$ cat config.mk
export PLATFORM = sky130hd
export DESIGN_NAME = regfile_wb_queue
export DESIGN_NICKNAME = d
export VERILOG_FILES = /design/src/rtl/regfile_wb_queue.sv
export SDC_FILE = /design/constraint.sdc
export NUM_CORES = 1
export LEC_CHECK = 0
export ABC_AREA = 1
export ABC_CLOCK_PERIOD_IN_PS = 3700
export CAP_MARGIN = 20
export CORE_MARGIN = 4
export CORE_UTILIZATION = 45
export CTS_CLUSTER_SIZE = 20
export DETAILED_ROUTE_END_ITERATION = 10
export PLACE_DENSITY = 0.82
export SLEW_MARGIN = 25
export SYNTH_ARGS = -nofsm -noshare
export SYNTH_HDL_FRONTEND = slang
export SYNTH_SLANG_ARGS = --single-unit
export TNS_END_PERCENT = 50
$ cat constraint.sdc
create_clock -name clk -period 3.7 [get_ports clk]
set_input_delay 0.925 -clock clk [delete_from_list [all_inputs] [get_ports clk]]
set_output_delay 0.925 -clock clk [all_outputs]
set_load 0.02 [all_outputs]
$ cat src/rtl/regfile_wb_queue.sv
// Writeback front end for the 32x32 register file: arbitrates two producers into
// an in-order queue that drains one write per cycle, with read-side bypass lookups.
module regfile_wb_queue #(
  parameter int DEPTH = 4,
  parameter int AW    = 5,
  parameter int DW    = 32
) (
  input  logic                     clk,
  input  logic                     rst,
  input  logic                     a_valid,
  output logic                     a_ready,
  input  logic [AW-1:0]            a_addr,
  input  logic [DW-1:0]            a_data,
  input  logic                     b_valid,
  output logic                     b_ready,
  input  logic [AW-1:0]            b_addr,
  input  logic [DW-1:0]            b_data,
  output logic                     wb_en,
  output logic [AW-1:0]            wb_addr,
  output logic [DW-1:0]            wb_data,
  input  logic [AW-1:0]            rd1_addr,
  output logic                     rd1_hit,
  output logic [DW-1:0]            rd1_data,
  input  logic [AW-1:0]            rd2_addr,
  output logic                     rd2_hit,
  output logic [DW-1:0]            rd2_data,
  output logic [$clog2(DEPTH):0]   count,
  output logic                     empty
);

  localparam int PW = $clog2(DEPTH);
  localparam int CW = PW + 1;

  logic [AW-1:0]    entry_addr [DEPTH];
  logic [DW-1:0]    entry_data [DEPTH];
  logic [DEPTH-1:0] entry_valid;
  logic [PW-1:0]    rd_ptr;
  logic [PW-1:0]    wr_ptr;
  logic [CW-1:0]    count_q;

  logic            full;
  logic            a_xfer;
  logic            b_xfer;
  logic            enq;
  logic            deq;
  logic [AW-1:0]   enq_addr;
  logic [DW-1:0]   enq_data;

  assign full    = (count_q == CW'(DEPTH));
  assign empty   = (count_q == '0);
  assign count   = count_q;

  // Readiness depends only on the current occupancy, never on a same-cycle pop.
  assign a_ready = !rst && !full;
  assign b_ready = !rst && !full && !a_valid;

  assign a_xfer   = a_valid && a_ready;
  assign b_xfer   = b_valid && b_ready;
  assign enq_addr = a_xfer ? a_addr : b_addr;
  assign enq_data = a_xfer ? a_data : b_data;

  // Writes to x0 complete the handshake but never occupy a slot.
  assign enq = (a_xfer || b_xfer) && (enq_addr != '0);
  assign deq = !empty;

  assign wb_en   = !empty;
  assign wb_addr = entry_addr[rd_ptr];
  assign wb_data = entry_data[rd_ptr];

  always_ff @(posedge clk) begin
    if (rst) begin
      rd_ptr      <= '0;
      wr_ptr      <= '0;
      count_q     <= '0;
      entry_valid <= '0;
    end else begin
      if (deq) begin
        rd_ptr              <= rd_ptr + PW'(1);
        entry_valid[rd_ptr] <= 1'b0;
      end
      if (enq) begin
        wr_ptr              <= wr_ptr + PW'(1);
        entry_valid[wr_ptr] <= 1'b1;
      end
      case ({enq, deq})
        2'b10:   count_q <= count_q + CW'(1);
        2'b01:   count_q <= count_q - CW'(1);
        default: count_q <= count_q;
      endcase
    end
  end

  always_ff @(posedge clk) begin
    if (!rst && enq) begin
      entry_addr[wr_ptr] <= enq_addr;
      entry_data[wr_ptr] <= enq_data;
    end
  end

  // Walk slots oldest to youngest so a later match overrides an earlier one.
  always_comb begin
    logic [PW-1:0] idx;
    idx      = '0;
    rd1_hit  = 1'b0;
    rd1_data = '0;
    rd2_hit  = 1'b0;
    rd2_data = '0;
    for (int i = 0; i < DEPTH; i++) begin
      idx = rd_ptr + PW'(i);
      if (entry_valid[idx]) begin
        if ((rd1_addr != '0) && (entry_addr[idx] == rd1_addr)) begin
          rd1_hit  = 1'b1;
          rd1_data = entry_data[idx];
        end
        if ((rd2_addr != '0) && (entry_addr[idx] == rd2_addr)) begin
          rd2_hit  = 1'b1;
          rd2_data = entry_data[idx];
        end
      end
    end
  end

endmodule
Word-level counts from Yosys, hierarchy flattened

Memories as Yosys holds them, arrays and structs flattened. A register that Yosys moved wholly into a read port is not among the register bits.
Index checks and enable logic that the tools add are counted.

Add/sub/neg operators: 6
Reductions and logical operators: 26
Eq/ne operators: 11
Order comparisons: 7
Multiplexer cells: 56
Bitwise gates (word level): 3

Operator list:

| cell                | number |
|---|---|
| $mux 32             | 17 |
| $eq 5x5->1          | 8 |
| $mux 1              | 24 |
| $logic_and 1x1->1   | 16 |
| $lt 2x3->1 const B  | 5 |
| $reduce_bool 5->1   | 3 |
| $mux 4              | 3 |
| $bmux 1 s2          | 4 |
| $mux 2              | 4 |
| $pmux 3 s2          | 1 |
| $mux 5              | 1 |
| $add 2x1->2 const B | 2 |
| $add 2x2->2 const B | 2 |
| $and 4x4->4         | 1 |
| $demux 1 s2         | 2 |
| $ge 2x1->1 const B  | 2 |
| $logic_not 1->1     | 4 |
| $not 4->4           | 1 |
| $or 4x4->4          | 1 |
| $add 3x1->3 const B | 1 |
| $eq 3x3->1 const B  | 1 |
| $logic_not 3->1     | 1 |
| $sub 3x1->3 const B | 1 |
| $eq 2x1->1 const B  | 1 |
| other kinds (3)     | 3 |

Input port bits: 88
Memories: 2
Word-level logic and storage cells: 115
Bits in writable memories: 148
Register bits after elaboration: 11
Output and inout port bits: 110

Memories:

| memory     | depth | width | rd ports | clocked after Yosys merged registers in | write ports | line | RTL |
|---|---|---|---|---|---|---|---|
| entry_data | 4     | 32    | 4        | 1                                       | 1           | 35   | `logic [DW-1:0] entry_data [DEPTH];` |
| entry_addr | 4     | 5     | 4        | 1                                       | 1           | 34   | `logic [AW-1:0] entry_addr [DEPTH];` |

Depth between registers and ports, before layout

Gate-level depths: netlist of run 1.

Depth in word-level cells: 10
Gate-level depth with buffers: 20
Mapped depth without buffers: 15

Least setup slack after synthesis of run 1

OpenSTA, ideal clock, no wires.

Path type: input port to flip-flop
From: in rst
To: mem entry_addr[0][0], enable pin
Setup time: 431 ps
Data arrival time: 3465 ps
Path buffers: 2
Data required time: 3269 ps
Stages: 10
Path slack: -196 ps
Cell sequence: inv_1 -> nand3_1 -> buf_2 -> nand2_1 -> o21ai_0 -> nor2_1 -> nand3_1 -> nand2_1 -> buf_2 -> nor2_1

Word-level cells in the longest chain between the ends: 9
Elaborated cells between the ends (all ways): 12
Those cells by class: mux (3); reduce/logical (9)

RTL lines:

| what                         | line | RTL |
|---|---|---|
| from (decl)                  | 9    | `input logic rst,` |
| $logic_not 1->1              | 54   | `assign a_ready = !rst && !full;` |
| $logic_and 1x1->1            | 54   |  |
| $logic_and 1x1->1            | 57   | `assign a_xfer = a_valid && a_ready;` |
| $mux 5                       | 59   | `assign enq_addr = a_xfer ? a_addr : b_addr;` |
| via enq_addr[2]              | 46   | `logic [AW-1:0] enq_addr;` |
| $reduce_bool 5->1            | 63   | `assign enq = (a_xfer \|\| b_xfer) && (enq_addr != '0);` |
| $logic_and 1x1->1            | 63   |  |
| $logic_and 1x1->1            | 94   | `if (!rst && enq) begin` |
| $mux 1                       | 94   |  |
| $mux 1 (implied by the code) | 95   | `entry_addr[wr_ptr] <= enq_addr;` |
| to (decl)                    | 34   |  |

The timed path passes the listed nets, and every way through them passes these cells.

Worst setup path after layout of run 1

From: reg rd_ptr[1]
To: out rd1_data[23]

Word-level cells in the longest chain between the ends: 10
Elaborated cells between the ends (all ways): 26
Those cells by class: add/sub (3); eq/ne (3); mux (15); reduce/logical (3); memory (2)

RTL lines:

| what                   | line | RTL |
|---|---|---|
| from (decl)            | 37   | `logic [PW-1:0] rd_ptr;` |
| from (signal assigned) | 78   | `rd_ptr <= rd_ptr + PW'(1);` |
| $add 2x1->2            | 109  | `idx = rd_ptr + PW'(i);` |
| $mem_v2 4x5            | --   |  |
| $eq 5x5->1             | 111  | `if ((rd1_addr != '0) && (entry_addr[idx] == rd1_addr)) begin` |
| $logic_and 1x1->1      | 111  |  |
| $mux 32                | 111  |  |
| $mux 32                | 110  | `if (entry_valid[idx]) begin` |
| $mux 32                | 111  |  |
| $mux 32                | 110  |  |
| $mux 32                | 111  |  |
| $mux 32 (*)            | 110  |  |
| to (decl)              | 23   | `output logic [DW-1:0] rd1_data,` |

Every way passes the cells marked *; elsewhere a longest branch is shown, timed or not. The select of a mux whose other input is x is not followed.

==> results.cfg, run 1 <==
[power_and_ir_drop]
ir_drop_v = 0.000498
p_sw_share_pct = 50.5
seqPwrFrac_pct = 19.7
p_int_uw = 6030
clkPwrFrac_pct = 14.2
pwr_density_cell_nw_per_um2 = 722
netSwitchingPower_uw = 6150
p_comb_share_pct = 66.1
p_leak_uw = 0.00738

[drt]
routed_wl_um = 47000
vias_per_cell = 5.90
dr.pass1.iters = 7
wl_per_cell_um = 19.0
num_vias = 14600
detail-route-antenna-nets = 0
drt_iter0_drc = 2484
drc = 0

[logic_synthesis]
synth-edff-count = 148
ys_seq_elements = 161
syn_area_um2 = 12600
ys_types = 26
seq_area_frac_synth_pct = 37.4
yosysWarnings = 0
synthArstFlopShare_pct = 0
syn_inst = 1852
synth_fp_nets = 1950
syn-mean-instance-area_um2 = 6.80
ys.flop_type = edfxtp_1

[clock_network]
htree_num_levels = 4
clock-sinks = 161
clock_path_buffers = 2
cts_tree = built
clkLatencyLatePin_ps = 430
hold_buffers = 0
cts_inserted_buffers = 17
root_buffer = clkbuf_16
clk_pin_slew_ps = 70

[timing]
fin_skew_ps = 5.96
rsz0062_at_grt = true
fin_crit_sh_pct = 100
setup_ws_ps = -5.48
slew_headroom_pct = 58.8
setup_tns_ps = -5.48
fmax_mhz = 270
final-setup-viol-count = 1
hold_ws_ps = 503
min_period_ps = 3710
tightest_slew_ps = 611
hold_violations = 0
slew_violations = 0

[hold_path]
min_from = count[0]
hold_class = reg2reg

[global_routing]
grt_pass1_wl_um = 69900
antenna_found_initial = 0
grt-ovfl-total = 0
grt_usage_pct = 28.2
grt_max_degree = 78
grt_pass1_vias = 13500

[critical_path]
reg2reg_slack_ps = 1180
crit_path_end_kind = primary output
crit_fanout = 13
rr_endpoint = count[2]
critPathBufInv = 6
startpoint = rd_ptr[1]
reg2regPathDepth = 15
startpoint_type = flip-flop
cp.depth = 16
critPathTopFamily = buffers and inverters
max_stage_delay_ps = 370
worstSetupPathType = reg2out
required_ps = 2770
worst_path_max_delay_cell = dfxtp_2
crit_path_cell_trace = inv_4, ha_4, inv_8, buf_4, nand3_1, nand2_2, xor2_1, nor2_1, nand2_1, nor2_4, buf_8, clkbuf_16, nor2_1, nand2_1, nand2_2, buf_4
reg2reg_from = count[0]
crit_arrival_ps = 2780
crit_end = rd1_data[23]

[placement]
dp_worst_setup_slack_ps = -606
io_buffers = 197
placedCellCount = 2405
hpwl_um = 30200
gp_congestion = 0.969

[finish]
multiInputGateArea_um2 = 7280
drive_gt1_share_pct = 17.1
antenna_cells = 0
nNetsFinal = 2183
final_util_pct = 61.9
final-seq-area_um2 = 4710
final_cell_mix = nand2_1, nor2_1, o21ai_0
nFillCells = 2240
layout_commonest_cell = nand2_1
area_delta_synth_final_pct = 34.0
fin_cells = 2470

[floorplan]
die-area_um2 = 30700
die_y_um = 175
fp.dieW_um = 175
io_pins = 198
fp-row-count = 60
core_area_um2 = 27300
start_util_pct = 46.2

[outcome]
status = finished, violations left
violations = negative setup slack

[run]
max_cap_viol_count = 0
-- worst register-to-register path: stages (launching register included) --
cell     delay, ps
dfxtp_1        390
nor2_1          80
nand2_1         90
nand3_2        200
nand2_1        110
o21ai_0        140
nor2_1         130
nand3_1         80
nand2_1        100
ha_1           150
inv_1           70
fa_1           380
a21oi_1        150
o21ai_0        110
o21ai_0        160
a21oi_1         60
-- layout make-up --
class | count | area share (%)
multi-input combinational | 1483 | 43.2
inverter | 82 | 1.92
timing repair buffer | 340 | 20.7
clock inverter | 15 | 0.949
clock buffer | 17 | 2.52
sequential | 161 | 27.9
tap | 372 | 2.76
-- worst min path at each step --
| stage | to | cells after the start |
|---|---|---|
| 6_report | count[0] | 1 |
| 5_1_grt | count[0] | 1 |
| 4_1_cts | count[0] | 1 |
| 3_5_place_dp | count[0] | 1 |
| 3_3_place_gp | count[0] | 1 |
| 2_1_floorplan | entry_valid[2] | 2 |
-- metrics by stage --
step | total power, uW | cell area [um2]
final | 12200 | 16900
after global routing | 12900 | 16900
after CTS | 11600 | 16400
after detailed placement | 9760 | 15600
after global placement | 9600 | 15600
after floorplan | 6950 | 12600
-- cells by family (layout without fill, tap and decap cells) --
| kind of cell | Yosys count | count (layout) | share of synthesized area (%) |
|---|---|---|---|
| AND/OR/NAND/NOR | 1070 | 1070 | 33.3 |
| AO/OA/AOI/OAI | 299 | 299 | 12.6 |
| flip-flops | 161 | 161 | 37.4 |
| buffers and inverters | 208 | 454 | 7.11 |
| XOR/XNOR | 8 | 8 | 0.556 |
| multiplexers | 96 | 96 | 7.95 |
| adder cells (fa/ha/maj) | 10 | 10 | 1.05 |
-- routing by layer --
metal | global-route usage (%) | vias to the layer above | wire, um
met2 | 46.5 | 1207 | 21400
met3 | 6.24 | 249 | 6380
met1 | 35.6 | 6508 | 16900
met5 | 0 | - | 0
li1 | - | 6619 | -
met4 | 12.7 | 0 | 2350
-- Yosys cell counts, types with 2 or more instances --
library cell | n | area (um2)
dfxtp_1 | 13 | 260
buf_4 | 10 | 75.1
nand3_1 | 138 | 691
inv_2 | 3 | 11.3
o21ai_1 | 5 | 25.0
o21ai_0 | 216 | 1080
mux2_2 | 32 | 360
nor2_2 | 3 | 18.8
xor2_1 | 8 | 70.1
mux2i_1 | 64 | 641
nor2_1 | 440 | 1650
a21oi_1 | 10 | 50.1
edfxtp_1 | 148 | 4440
buf_1 | 4 | 15.0
buf_2 | 62 | 310
clkbuf_1 | 50 | 188
o22ai_1 | 64 | 400
nand2_1 | 488 | 1830
ha_1 | 9 | 113
o2111ai_1 | 2 | 17.5
inv_1 | 78 | 293
-- timing repair --
action / in CTS / in global routing
setup endpoints to repair: 66 / 71
buffers inserted: 12 / 9
pin swaps: 15 / 17
gates resized for setup: 353 / 92
hold endpoints to repair: 0 / 0
cloned: 5 / 7
-- registers in the layout (all words and copies together) (netlist names), named ones only --
name	cells
rd_ptr	2
entry_data	128
entry_addr	20
count	3
entry_valid	4
wr_ptr	2
-- power groups by stage --
| stage | clock [uW] | combinational (uW) | sequential [uW] |
|---|---|---|---|
| global placement | 0 | 7200 | 2400 |
| detailed placement | 0 | 7350 | 2420 |
| global route | 1830 | 8620 | 2410 |
| CTS | 1740 | 7460 | 2380 |
| floorplan | 0 | 4550 | 2400 |
| finish | 1730 | 8050 | 2400 |
(Power assumes the default switching activity.)
==> run 2, diff against run 1 <==
- PLACE_DENSITY: 0.82 -> 0.7
==> run 2 against run 1 <==
Compared with the run above: the run now ends clean; register-to-register slack worse by 70 ps; setup slack improved by 23 ps; via count shrank 4.2%; sequential power is essentially flat; fmax is 0.62% higher; non-clock buffer count shrank 5.
==> results.cfg, run 2 (same netlist as run 1, synthesis figures left out) <==
[outcome]
status = complete, no violations

[finish]
fin_cells = 2465
nFillCells = 2354
nNetsFinal = 2178
reg_top3 = entry_data x128, entry_addr x20, entry_valid x4
area_delta_synth_final_pct = 34.9
top_register = entry_data
antenna_cells = 0
layout_commonest_cell = nand2_1
drive_gt1_share_pct = 17.8
final_cell_mix = nand2_1, nor2_1, o21ai_0
largest_register_ffs = 128

[drt]
drt_iter0_drc = 1362
num_vias = 14000
detail-route-antenna-nets = 0
wl_per_cell_um = 18.5
dr.pass1.iters = 6
drc = 0
routed_wl_um = 45500
vias_per_cell = 5.67

[global_routing]
grt_usage_pct = 28.2
grt_max_degree = 86
grt_pass1_wl_um = 69600
grt-ovfl-total = 0
grt_pass1_vias = 13200
antenna_found_initial = 0

[floorplan]
fp.dieW_um = 175
core_area_um2 = 27300
io_pins = 198
die-area_um2 = 30700
start_util_pct = 46.2
fp-row-count = 60
die_y_um = 175

[critical_path]
max_stage_delay_ps = 370
startpoint = rd_ptr[0]
crit_path_cell_trace = inv_4, ha_4, inv_8, buf_4, nand3_2, nand2_2, nor2_2, nand2_1, nor2_2, nand3_4, buf_12, buf_16, nor2_1, nor2_1, nand2_1, nand2_1, nand2_2, buf_6
reg2reg_slack_ps = 1110
reg2reg_from = count[0]
crit_end = rd1_data[9]
reg2regPathDepth = 13
crit_fanout = 18
worstSetupPathType = reg2out
crit_path_end_kind = primary output
worst_path_max_delay_cell = dfxtp_4
startpoint_type = flip-flop
critPathMostFrequentCell = nand2_1
crit_arrival_ps = 2760
required_ps = 2770
rr_endpoint = count[2]

[timing]
hold_violations = 0
setup_tns_ps = 0
final-setup-viol-count = 0
tightest_slew_ps = 571
hold_ws_ps = 507
slew_headroom_pct = 61.9
min_period_ps = 3680
slew_violations = 0
fmax_mhz = 272
fin_skew_ps = 9.19
fin_crit_sh_pct = 99.5
rsz0062_at_grt = true

[clock_network]
clock-sinks = 161
clkLatencyLatePin_ps = 430
htree_num_levels = 4
cts_inserted_buffers = 17
root_buffer = clkbuf_16
clk_pin_slew_ps = 70
cts_tree = built
clock_path_buffers = 2
hold_buffers = 0

[placement]
io_buffers = 197
placedCellCount = 2406
hpwl_um = 29300
gp_congestion = 0.928

[power_and_ir_drop]
pwr_density_cell_nw_per_um2 = 732
ir_drop_v = 0.000478
p_leak_uw = 0.00742

[hold_path]
hold_class = reg2reg

[run]
max_cap_viol_count = 0
[run 2: cell types whose count changed in the layout (fill, tap and decap cells not counted), moves of 4 or more]
cell           change
buf_6              +6
nand2_1           -12
nor2_2             +6
buf_12             +6
buf_2              -9
nand2_2           +11
nor2_1             -7
buf_8              -4
clkbuf_16          -4
dlygate4sd2_1      +5
[run 2: worst min-delay path by stage]
stage	start	end	slack (ps)	cells after the start
floorplan	entry_valid[2]	entry_valid[2]	470	2
global placement	count[0]	count[0]	480	1
detailed placement	count[0]	count[0]	490	1
CTS	count[0]	count[0]	510	1
global route	count[0]	count[0]	530	1
finish	count[0]	count[0]	510	1
[run 2: stage by stage]
step | worst slack, ps | area [um2] | utilization [%] | power (uW)
2_1_floorplan | -196 | 12600 | - | 6950
6_report | 17.5 | 17000 | 62.4 | 12400
4_1_cts | -2.45 | 16600 | 60.8 | 11900
3_3_place_gp | -643 | 15700 | 57.6 | 9760
3_5_place_dp | -633 | 15700 | 57.6 | 9850
5_1_grt | -125 | 17000 | 62.4 | 13200
[run 2: timing repair]
action	4_1_cts	5_1_grt
pin swaps	15	12
setup buffers	17	1
gates cloned	6	3
hold endpoints to repair	0	0
setup endpoints to repair	68	70
resized for setup	359	122
[run 2: metal layers]
metal | vias to the layer above | global-route usage, % | share of wire [%]
met5 | - | 0 | 0
met4 | 0 | 12.4 | 3.7
met3 | 147 | 5.70 | 11
met2 | 820 | 46.0 | 46
met1 | 6398 | 36.6 | 39
li1 | 6605 | - | -
[run 2: critical path, delay by kind of cell, from the launching register on]
| kind | cells | cell delay [ps] |
|---|---|---|
| simple gates | 11 | 950 |
| buf+inv | 6 | 690 |
| flops | 1 | 370 |
| fa+ha+maj | 1 | 310 |
[run 2: layout make-up]
cell class | count | area [um2] | share of cell area (%)
Multi-Input combinational cell | 1483 | 7340 | 43.2
Tap cell | 372 | 465 | 2.74
Clock buffer | 17 | 425 | 2.50
Clock inverter | 15 | 214 | 1.26
Sequential cell | 161 | 4710 | 27.7
Inverter | 82 | 324 | 1.91
Timing Repair Buffer | 335 | 3500 | 20.6
[run 2: where the power goes]
| group | switching (uW) | internal (uW) | leakage, uW |
|---|---|---|---|
| Combinational | 5150 | 2970 | 0.00564 |
| Clock | 818 | 1100 | 0.000312 |
| Sequential | 150 | 2250 | 0.00146 |
==> run 3, diff against run 2 <==
- CTS_CLUSTER_DIAMETER: not set -> 30
==> results of run 3 <==
The final DEF is identical to that of run 2; final timing and power are the same.
